==> config.mk <==
export PLATFORM = sky130hd
export DESIGN_NAME = serial_bit_source_flat
export DESIGN_NICKNAME = d
export VERILOG_FILES = /design/src/rtl/serial_bit_source_pkg.sv /design/src/rtl/serial_bit_source_if.sv /design/src/rtl/serial_bit_source_ser_bit_cnt.sv /design/src/rtl/serial_bit_source.sv /design/src/flat_wrapper.sv
export SDC_FILE = /design/constraint.sdc
export NUM_CORES = 1
export LEC_CHECK = 0
export BUFFER_PORTS_ARGS = -buffer_cell sky130_fd_sc_hd__buf_2
export CAP_MARGIN = 20
export CORE_MARGIN = 3
export CORE_UTILIZATION = 52
export DETAILED_ROUTE_END_ITERATION = 7
export PLACE_DENSITY = 0.83
export REMOVE_ABC_BUFFERS = 1
export SETUP_SLACK_MARGIN = 0.1
export SYNTH_ARGS = -nofsm -noshare
export SYNTH_HDL_FRONTEND = slang
export SYNTH_SLANG_ARGS = --single-unit
==> constraint.sdc <==
create_clock -name clk -period 2.1 [get_ports clk]
set_clock_uncertainty 0.15 [all_clocks]
set_input_delay 0.63 -clock clk [delete_from_list [all_inputs] [get_ports clk]]
set_output_delay 0.63 -clock clk [all_outputs]
set_load 0.05 [all_outputs]
==> src/rtl/serial_bit_source_pkg.sv <==
// serial_src_pkg: shared definitions for the serial bit source and its
// counter sub-module.
//   - state_e: 2-bit FSM state encoding (ST_IDLE, ST_SHIFT, ST_PARITY)
//   - DEFAULT_WIDTH: default parallel word width
//   - clog2(): ceiling log2, used to size the bit counter
package serial_src_pkg;

  typedef enum logic [1:0] {
    ST_IDLE   = 2'd0,
    ST_SHIFT  = 2'd1,
    ST_PARITY = 2'd2
  } state_e;

  localparam int DEFAULT_WIDTH = 8;

  // Smallest r with 2**r >= value. This is enough to hold the
  // counter reload value (value-1).
  function automatic int clog2(input int value);
    int r;
    int v;
    r = 0;
    v = value - 1;
    for (int i = 0; i < 32; i++) begin
      if (v > 0) begin
        r = r + 1;
        v = v >> 1;
      end
    end
    return r;
  endfunction

endpackage

==> src/rtl/serial_bit_source_if.sv <==
// serial_bit_source_if: word-in / bit-out signal bundle.
//   din, din_valid, din_ready : parallel word handshake
//   sout, sout_valid          : serial bit stream, MSB first
//   busy, word_done           : status (word in flight, last-bit pulse)
// Modports: master drives words in and observes the stream; slave is the
// serializer.
interface serial_bit_source_if
  import serial_src_pkg::*;
#(
  parameter int WIDTH = DEFAULT_WIDTH
);
  logic [WIDTH-1:0] din;
  logic             din_valid;
  logic             din_ready;
  logic             sout;
  logic             sout_valid;
  logic             busy;
  logic             word_done;

  modport master (
    output din, din_valid,
    input  din_ready, sout, sout_valid, busy, word_done
  );

  modport slave (
    input  din, din_valid,
    output din_ready, sout, sout_valid, busy, word_done
  );
endinterface

==> src/rtl/serial_bit_source_ser_bit_cnt.sv <==
// ser_bit_cnt: loadable down-counter with zero flag.
// Ports:
//   clk, reset : clock, async active-high reset (count -> 0)
//   load       : load load_val (has priority over dec)
//   load_val   : value to load
//   dec        : decrement by one; holds at zero, never wraps
//   count      : current count
//   is_zero    : count == 0
module ser_bit_cnt #(
  parameter int CNT_W = 3
) (
  input  logic             clk,
  input  logic             reset,
  input  logic             load,
  input  logic [CNT_W-1:0] load_val,
  input  logic             dec,
  output logic [CNT_W-1:0] count,
  output logic             is_zero
);
  logic [CNT_W-1:0] cnt_q;
  logic [CNT_W-1:0] cnt_d;

  always_comb begin
    cnt_d = cnt_q;
    if (load) begin
      cnt_d = load_val;
    end else if (dec && (cnt_q != '0)) begin
      cnt_d = cnt_q - 1'b1;
    end
  end

  always_ff @(posedge clk or posedge reset) begin
    if (reset) begin
      cnt_q <= '0;
    end else begin
      cnt_q <= cnt_d;
    end
  end

  assign count   = cnt_q;
  assign is_zero = (cnt_q == '0);
endmodule

==> src/rtl/serial_bit_source.sv <==
// serial_bit_source: serializes parallel words MSB-first, one bit per clk,
// feeding the overlapping 1010 detector. Back-to-back words stream with no
// gap cycle.
// Ports:
//   clk   : system clock, rising edge
//   reset : async active-high reset
//   bus   : serial_bit_source_if.slave (din/din_valid/din_ready in,
//           sout/sout_valid/busy/word_done out)
// Parameters: WIDTH (2..32), IDLE_BIT (sout level when no bit is sent).
// Optional feature macro SERIAL_SRC_PARITY_EN: appends one even-parity bit
// after each word (PARITY state).
//
// state     | meaning
// ----------+-----------------------------------------------
// ST_IDLE   | nothing in flight, ready for a word
// ST_SHIFT  | data bit shreg[MSB] on sout, cnt bits remain after it
// ST_PARITY | parity bit on sout (SERIAL_SRC_PARITY_EN only)
module serial_bit_source
  import serial_src_pkg::*;
#(
  parameter int   WIDTH    = DEFAULT_WIDTH,
  parameter logic IDLE_BIT = 1'b0
) (
  input  logic                clk,
  input  logic                reset,
  serial_bit_source_if.slave  bus
);
  localparam int               CNT_W    = clog2(WIDTH);
  localparam logic [CNT_W-1:0] CNT_LAST = CNT_W'(WIDTH - 1);

  state_e           state_q, state_d;
  logic [WIDTH-1:0] shreg_q, shreg_d;
  logic             sout_q, sout_d;
  logic             sout_valid_q, sout_valid_d;
  logic             busy_q, busy_d;
  logic             word_done_q, word_done_d;
`ifdef SERIAL_SRC_PARITY_EN
  logic             parity_q, parity_d;
`endif

  logic             din_ready;
  logic             accept;
  logic             cnt_load;
  logic             cnt_dec;
  logic [CNT_W-1:0] cnt;
  logic             cnt_zero;

  ser_bit_cnt #(.CNT_W(CNT_W)) u_cnt (
    .clk      (clk),
    .reset    (reset),
    .load     (cnt_load),
    .load_val (CNT_LAST),
    .dec      (cnt_dec),
    .count    (cnt),
    .is_zero  (cnt_zero)
  );

  // Ready on the cycle that frees the shifter so the next word follows
  // with no gap: the last data bit, or the parity bit when enabled.
  always_comb begin
    din_ready = 1'b0;
    case (state_q)
      ST_IDLE: din_ready = 1'b1;
`ifdef SERIAL_SRC_PARITY_EN
      ST_PARITY: din_ready = 1'b1;
`else
      ST_SHIFT: din_ready = cnt_zero;
`endif
      default: din_ready = 1'b0;
    endcase
  end

  assign accept = bus.din_valid & din_ready;

  // Next-state logic
  always_comb begin
    state_d = state_q;
    case (state_q)
      ST_IDLE: begin
        if (accept) state_d = ST_SHIFT;
      end
      ST_SHIFT: begin
        if (cnt_zero) begin
`ifdef SERIAL_SRC_PARITY_EN
          state_d = ST_PARITY;
`else
          state_d = accept ? ST_SHIFT : ST_IDLE;
`endif
        end
      end
`ifdef SERIAL_SRC_PARITY_EN
      ST_PARITY: state_d = accept ? ST_SHIFT : ST_IDLE;
`endif
      default: state_d = ST_IDLE;
    endcase
  end

  // Datapath: din is captured only on the accept edge.
  always_comb begin
    shreg_d  = shreg_q;
    cnt_load = accept;
    cnt_dec  = 1'b0;
    if (accept) begin
      shreg_d = bus.din;
    end else if (state_q == ST_SHIFT) begin
      shreg_d = shreg_q << 1;
      cnt_dec = 1'b1;
    end
`ifdef SERIAL_SRC_PARITY_EN
    parity_d = accept ? ^bus.din : parity_q;
`endif
  end

  // Outputs are registered from next-state values so each one lines up
  // with the state it describes.
  always_comb begin
    sout_d       = IDLE_BIT;
    sout_valid_d = 1'b0;
    busy_d       = (state_d != ST_IDLE);
    word_done_d  = 1'b0;
    case (state_d)
      ST_SHIFT: begin
        sout_d       = shreg_d[WIDTH-1];
        sout_valid_d = 1'b1;
`ifndef SERIAL_SRC_PARITY_EN
        // Counter reaches zero next cycle: that is the last data bit.
        word_done_d  = !accept && (cnt == CNT_W'(1));
`endif
      end
`ifdef SERIAL_SRC_PARITY_EN
      ST_PARITY: begin
        sout_d       = parity_d;
        sout_valid_d = 1'b1;
        word_done_d  = 1'b1;
      end
`endif
      default: begin
        sout_d       = IDLE_BIT;
        sout_valid_d = 1'b0;
      end
    endcase
  end

  always_ff @(posedge clk or posedge reset) begin
    if (reset) begin
      state_q      <= ST_IDLE;
      shreg_q      <= '0;
      sout_q       <= IDLE_BIT;
      sout_valid_q <= 1'b0;
      busy_q       <= 1'b0;
      word_done_q  <= 1'b0;
`ifdef SERIAL_SRC_PARITY_EN
      parity_q     <= 1'b0;
`endif
    end else begin
      state_q      <= state_d;
      shreg_q      <= shreg_d;
      sout_q       <= sout_d;
      sout_valid_q <= sout_valid_d;
      busy_q       <= busy_d;
      word_done_q  <= word_done_d;
`ifdef SERIAL_SRC_PARITY_EN
      parity_q     <= parity_d;
`endif
    end
  end

  assign bus.din_ready  = din_ready;
  assign bus.sout       = sout_q;
  assign bus.sout_valid = sout_valid_q;
  assign bus.busy       = busy_q;
  assign bus.word_done  = word_done_q;
endmodule

==> src/flat_wrapper.sv <==
// flat-port wrapper written by rule: the top's interface ports become plain ports
module serial_bit_source_flat import serial_src_pkg::*;
#(
  parameter int   WIDTH    = DEFAULT_WIDTH,
  parameter logic IDLE_BIT = 1'b0
)
  (clk, reset, bus_din, bus_din_valid, bus_din_ready, bus_sout, bus_sout_valid, bus_busy, bus_word_done);
  serial_bit_source_if #(.WIDTH(WIDTH)) bus_i ();
  input  logic clk;
  input  logic reset;
  input wire logic [$bits(bus_i.din)-1:0] bus_din;
  input wire logic [$bits(bus_i.din_valid)-1:0] bus_din_valid;
  output wire logic [$bits(bus_i.din_ready)-1:0] bus_din_ready;
  output wire logic [$bits(bus_i.sout)-1:0] bus_sout;
  output wire logic [$bits(bus_i.sout_valid)-1:0] bus_sout_valid;
  output wire logic [$bits(bus_i.busy)-1:0] bus_busy;
  output wire logic [$bits(bus_i.word_done)-1:0] bus_word_done;
  assign bus_i.din = bus_din;
  assign bus_i.din_valid = bus_din_valid;
  assign bus_din_ready = bus_i.din_ready;
  assign bus_sout = bus_i.sout;
  assign bus_sout_valid = bus_i.sout_valid;
  assign bus_busy = bus_i.busy;
  assign bus_word_done = bus_i.word_done;
  serial_bit_source #(.WIDTH(WIDTH), .IDLE_BIT(IDLE_BIT)) u_core (.clk(clk), .reset(reset), .bus(bus_i));
endmodule
==> impl_results.md, run 1 <==
- Status: completed
- Crit path to: bus_din_ready
- Fraction of registers with async set/reset: 100%
- ANT cells: 0
- Ratio of cells with drive above 1 in the final layout: 49.5%
- Full die area: 0.00219 mm2
- Antenna viol nets, final: 0
- Drt first-iter violations: 9
- #FFs+latches synth: 17
- Nets: 108
- Sequential Power Share: 42.3%
- FMAX: 0.480 GHz
- Max incr delay on CP: 0.41 ns
- Post-synthesis cell count: 67
- CTS tree: yes
- Net Sw Frac: 32.1%
- Worst r2r src: u_core.u_cnt.count[0]$_DFFE_PP0P_
- Root buf cell: clkbuf_4
- Sw Pwr: 0.373 mW
- Vias in the first global route: 544
- Largest net degree at the start of global routing: 18
- Skew-Pair Late Insertion Delay: 0.30 ns
- Fin Setup TNS: 0 ns
- Peak VDD IR: 0.637 mV
- Critical Path Slowest Stage Cell: dfrtp_1
- P&R area growth vs syn: 23.2%
- Syn avg cell area: 12.9 um2
- Crit-path max FO: 2
- Final Setup Violations: 0
- Via Count: 571
- Initial antenna violation count: 0
- Yosys top cell by area: dfrtp_1
- Avg Vias per Cell: 5.24
- Critical path origin: u_core.u_cnt.count[0]$_DFFE_PP0P_
- Crit path kind: reg -> out
- Reg2reg setup slack: 0.21 ns
- Die Height: 46.7 um
- Max-cap violations: 0
- Netlist cell types: 24
- Worst-path cell chain: inv_2 > ha_4 > nand2b_4 > a21oi_4 > buf_6
- Post-synth EDFFs: 0
- Worst-Margin Slew: 0.624 ns
- Relative slew slack: 58.4%
- I/O Pins: 16
- Grt total ovfl: 0
- CTS Buf Count: 3
- FP Rows: 14
- I/O Buffers: 15
- Design Power: 1.16 mW
- Total wire length: 1510 um
- Cts hold-fix bufs: 0
- Placer Congestion: 0.883
- Pre-antenna DRT Iters: 4
- Sequential area share after synthesis: 49.3%
- Minimum clock period: 2.08 ns
- Post-synth top area share: 49.3%
- Clk slew on worst S/H paths: 0.10 ns
- Leak: 0.565 nW
- Most used flip-flop cell after synthesis: dfrtp_1
- Synth cell count leaders: dfrtp_1 (17), mux2_4 (10), inv_1 (9), a21oi_1 (4)
- Worst Setup End Kind: output pin
- Gate power share: 42.4%
- WP data required: 1.32 ns
- GRT Util Overall: 16.9%
- Pwr/cell area: 1090 mW/mm2
- Period utilization: 99.3%
- Synthesized cell area: 863 um2
- DIE WIDTH: 46.7 um
- Max Root-Sink Buffers: 2
- Initial Utilization: 56.0%
- Final hold vios: 0
- Hpwl dp: 966 um
- Largest cells by area after synthesis: dfrtp_1 (49%), mux2_4 (17%), ha_1 (4.3%)
- Worst-case reg-to-reg path depth: 6
- Area after DPL: 955 um2
- Routed WL per cell: 13.9 um
- DR DRC count: 0
- Hold Path Class: in -> async
- Slew Viols, Final: 0
- Synth warn: 0
- TritonCTS Sinks: 17
- Max H-tree Level: 1
- Clock share of power: 15.3%
- RSZ-0062 raised after global routing: yes
- Startpoint Class: register
- Core area: 0.00154 mm2
- Internal: 0.790 mW
- Dpl cells: 98
- First-pass GRT wire length: 2460 um
- Most common cell in the netlist: dfrtp_1
- CP Data Arrival Time: 1.30 ns
- Critical R2R Capture: u_core.shreg_q[5]$_DFFE_PP0P_
- Final Cell Area: 0.00106 mm2
- Post-route insts no fill: 109
-- power by group through the flow --
| stage | clock network [mW] | logic, mW | registers [mW] |
|---|---|---|---|
| CTS | 0.180 | 0.454 | 0.488 |
| detailed placement | 0 | 0.370 | 0.494 |
| finish | 0.178 | 0.493 | 0.491 |
| global route | 0.198 | 0.549 | 0.503 |
| global placement | 0 | 0.359 | 0.490 |
| floorplan | 0 | 0.284 | 0.509 |
-- worst min path at each step --
stage,to,cells past startpoint,slack (ns),startpoint
after floorplan,u_core.u_cnt.count[0]$_DFFE_PP0P_,1,0.33,u_core.u_cnt.count[0]$_DFFE_PP0P_
after global placement,u_core.u_cnt.count[0]$_DFFE_PP0P_,1,0.36,u_core.u_cnt.count[0]$_DFFE_PP0P_
after detailed placement,u_core.u_cnt.count[0]$_DFFE_PP0P_,1,0.37,u_core.u_cnt.count[0]$_DFFE_PP0P_
after CTS,u_core.state_q[0]$_DFF_PP0_,2,0.27,reset
after global routing,u_core.bus.sout$_DFF_PP0_,2,0.27,reset
final,u_core.bus.sout$_DFF_PP0_,2,0.24,reset
-- registers in the layout (all words and copies together), names as in the netlist --
signal	count
u_core.shreg_q	8
u_core.u_cnt.count	3
u_core.state_q	2
u_core.bus.busy	1
u_core.bus.sout	1
u_core.bus.sout_valid	1
u_core.bus.word_done	1
-- cell families after synthesis --
| logic type | share of synthesized area, % |
|---|---|
| buffers and inverters | 5.22 |
| other | 0.434 |
| muxes | 22.3 |
| AOI/OAI and AO/OA | 9.86 |
| DFF | 49.3 |
| adders and majority gates | 4.35 |
| and+or+nand+nor | 8.55 |
-- cells in the final DEF, fill, tap and decap left out, drive strengths merged, types with 2 or more instances in the layout --
cell type | Yosys | final
inv | 9 | 9
clkbuf | 0 | 4
nor2b | 2 | 2
nand2b | 2 | 2
o21ai | 4 | 4
buf | 1 | 23
ha | 3 | 3
a21oi | 4 | 4
nand2 | 2 | 2
mux2 | 12 | 12
mux2i | 2 | 2
dfrtp | 17 | 17
-- metrics by stage --
stage / util (%) / worst slack, ns / hold slack (ns)
2_1_floorplan: - / -0.234 / 0.333
3_3_place_gp: 61.9 / 0.135 / 0.356
3_5_place_dp: 61.9 / 0.0998 / 0.374
4_1_cts: 67.5 / 0.0529 / 0.269
5_1_grt: 69.0 / -0.0501 / 0.268
6_report: 69.0 / 0.0150 / 0.241
-- layer usage --
| layer | up-vias | global-route usage (%) | wire length [um] |
|---|---|---|---|
| met2 | 15 | 23.9 | 707 |
| met5 | - | 0 | 0 |
| met4 | 0 | 11.0 | 42 |
| met3 | 5 | 4.98 | 78 |
| met1 | 272 | 22.5 | 684 |
| li1 | 279 | - | - |
-- critical path: cells and delay by family (launching register included) --
| kind | cells | cell delay [ns] |
|---|---|---|
| adder cells (fa/ha/maj) | 1 | 0.15 |
| flip-flops | 1 | 0.41 |
| buffers and inverters | 2 | 0.26 |
| AND/OR/NAND/NOR | 1 | 0.07 |
| AO/OA/AOI/OAI | 1 | 0.12 |
-- area by class of cell --
cell class	instances	area [um2]
Fill cell	118	478
Sequential cell	17	425
Multi-Input combinational cell	40	417
Timing Repair Buffer	23	141
Inverter	9	33.8
Clock buffer	4	26.3
Tap cell	16	20.0
-- what timing repair did --
item	4_1_cts	5_1_grt
gates resized for setup	7	1
endpoints found under the hold margin	0	0
setup buffers	5	2
pin swaps	2	1
endpoints found under the setup margin	1	1
No activity file was read; power rests on OpenSTA's default activity.
==> inputs of run 2 (changes only) <==
==> constraint.sdc (replaced) <==
create_clock -name clk -period 2.1 [get_ports clk]
set_clock_uncertainty 0.15 [all_clocks]
set_input_delay 0.315 -clock clk [delete_from_list [all_inputs] [get_ports clk]]
set_output_delay 0.315 -clock clk [all_outputs]
set_load 0.05 [all_outputs]
==> impl_results.md, run 2 (same netlist as run 1, synthesis figures left out) <==
- P&R area growth vs syn: 17.5%
- Final Cell Area: 0.00101 mm2 (-4.6%)
- DIE WIDTH: 46.7 um (unchanged)
- Peak VDD IR: 0.639 mV (+0.34%)
- Worst Path Buf+Inv: 2 (unchanged)
- Hold Path Class: in -> reg
- Max-cap violations: 0 (unchanged)
- Leak: 0.540 nW (-4.4%)
- Max reg flops: 8 (unchanged)
- TritonCTS Sinks: 17 (unchanged)
- Worst Setup End Kind: output pin
- Reg2reg setup slack: 0.32 ns (+0.11 ns)
- Routed WL per cell: 13.7 um (-1.4%)
- Placer Congestion: 0.908 (+2.8%)
- Slew Viols, Final: 0 (unchanged)
- Worst-case reg-to-reg path depth: 3 (-3)
- Crit path to: bus_din_ready
- Commonest cells after routing, fill and taps aside: dfrtp_1 (17), buf_2 (14), mux2_4 (10), inv_1 (7), a21oi_1 (4)
- Ratio of cells with drive above 1 in the final layout: 45.5% (-4.0 points)
- Pwr/cell area: 1070 mW/mm2 (-2.4%)
- Die Height: 46.7 um (unchanged)
- CTS Buf Count: 3 (unchanged)
- Startpoint Class: register
- Final hold vios: 0 (unchanged)
- Max Root-Sink Buffers: 2 (unchanged)
- Total wire length: 1420 um (-5.9%)
- Avg Vias per Cell: 5.29 (+0.95%)
- Drt first-iter violations: 10 (+1)
- Design Power: 1.08 mW (-6.9%)
- Commonest non-fill, non-tap cell in the layout: dfrtp_1
- FP Rows: 14 (unchanged)
- Min Hold Slack: 0.0861 ns (-0.155 ns)
- Initial Utilization: 56.0% (unchanged)
- I/O Pins: 16 (unchanged)
- Crit path kind: reg -> out
- GRT Util Overall: 15.1% (-1.8 points)
- Vias in the first global route: 505 (-7.2%)
- Max H-tree Level: 1 (unchanged)
- CTS tree: yes
- Root buf cell: clkbuf_4
- Skew-Pair Late Insertion Delay: 0.30 ns (about the same)
- FF/Latch Area: 425 um2 (unchanged)
- Critical Path Slowest Stage Cell: dfrtp_1
- Fin Setup TNS: 0 ns (unchanged)
- Most flop-heavy register: u_core.shreg_q
- Largest net degree at the start of global routing: 18 (unchanged)
- Status: completed
- Multi-input gate area: 405 um2 (-2.7%)
- Fillers: 121 (+2.5%)
- ANT cells: 0 (unchanged)
- DR DRC count: 0 (unchanged)
- Crit-path max FO: 5 (+3)
- WP data required: 1.63 ns (+0.31 ns)
- DP Worst Slack: 0.209 ns (+0.109 ns)
- CP delay by family, top: flip-flops
- Grt total ovfl: 0 (unchanged)
- Critical R2R Capture: u_core.shreg_q[3]$_DFFE_PP0P_
- Worst-path cell chain: inv_2 > ha_4 > nand2b_4 > a21oi_1 > buf_4
- I/O Buffers: 15 (unchanged)
- First-pass GRT wire length: 2210 um (-10%)
- Area after DPL: 955 um2 (unchanged)
- Clk slew on worst S/H paths: 0.11 ns (about the same)
- Period utilization: 89.7% (-9.6 points)
- Final Setup Violations: 0 (unchanged)
- Antenna viol nets, final: 0 (unchanged)
- FMAX: 0.531 GHz (+11%)
- Layout Utilization: 65.8% (-3.2 points)
- Nets: 103 (-4.6%)
- Post-route insts no fill: 104 (-4.6%)
- Pre-antenna DRT Iters: 2 (-2)
- Initial antenna violation count: 0 (unchanged)
- RSZ-0062 raised after global routing: no
- Minimum clock period: 1.88 ns (-0.202 ns)
- Dpl cells: 98 (unchanged)
- Relative slew slack: 59.1% (+0.72 points)
- Full die area: 0.00219 mm2 (unchanged)
- Post-route setup slack: 0.217 ns (+0.202 ns)
- CP Data Arrival Time: 1.42 ns (+0.12 ns)
- Levels on crit path: 5 (unchanged)
- Hpwl dp: 1050 um (+8.4%)
- Max incr delay on CP: 0.39 ns (-0.02 ns)
- Critical path origin: u_core.u_cnt.count[1]$_DFFE_PP0P_
- Worst r2r src: u_core.state_q[1]$_DFF_PP0_
- Core area: 0.00154 mm2 (unchanged)
- Via Count: 550 (-3.7%)
- Worst-Margin Slew: 0.613 ns (-0.0108 ns)
[run 2: changes by cell type in the layout (fill, tap and decap cells not counted), sizes merged]
cell / delta
clkbuf: -1
dlygate4sd3: +1
buf: -6
clkinv: +1
[run 2: repair_timing]
action / in CTS / in global routing
hold endpoints to repair: 17 / 0
buffers inserted: 0 / 1
cloned: 0 / 0
setup endpoints to repair: 1 / 2
hold buffers: 1 / 0
resized for setup: 3 / 2
[run 2: worst min-delay path by stage]
stage	depth (start not counted)	from	slack [ns]	to
global route	2	bus_din[1]	0.08	u_core.shreg_q[1]$_DFFE_PP0P_
floorplan	1	reset	0.09	u_core.bus.busy$_DFF_PP0_
CTS	2	bus_din[1]	0.08	u_core.shreg_q[1]$_DFFE_PP0P_
finish	3	bus_din[0]	0.09	u_core.shreg_q[0]$_DFFE_PP0P_
global placement	2	reset	0.27	u_core.shreg_q[3]$_DFFE_PP0P_
detailed placement	2	reset	0.27	u_core.shreg_q[3]$_DFFE_PP0P_
[run 2: worst register-to-register path, cell delays in order, from the launching register on]
cell and delay, ns:
dfrtp_1 0.45, nand2b_1 0.45, mux2_4 0.34, mux2_4 0.25
[run 2: final cells by class]
class	instances	share of cell area (%)
Tap cell	16	1.97
Sequential cell	17	41.9
Clock inverter	1	0.493
Inverter	9	3.33
Multi-Input combinational cell	40	40.0
Clock buffer	3	2.22
Timing Repair Buffer	18	10.1
[run 2: layer usage]
metal  global-route usage, %  vias to the layer above  part of all wire [%]
met5                       0                        -                     0
met4                    4.97                        0                  0.70
met3                    8.05                        2                   5.7
met2                    22.8                       13                    46
met1                    18.7                      263                    47
li1                        -                      272                     -
[run 2: power breakdown]
part	internal (mW)	total [mW]	switching, mW
Combinational	0.235	0.422	0.187
Clock	0.0710	0.174	0.103
Sequential	0.423	0.486	0.0623
Total	0.729	1.08	0.353
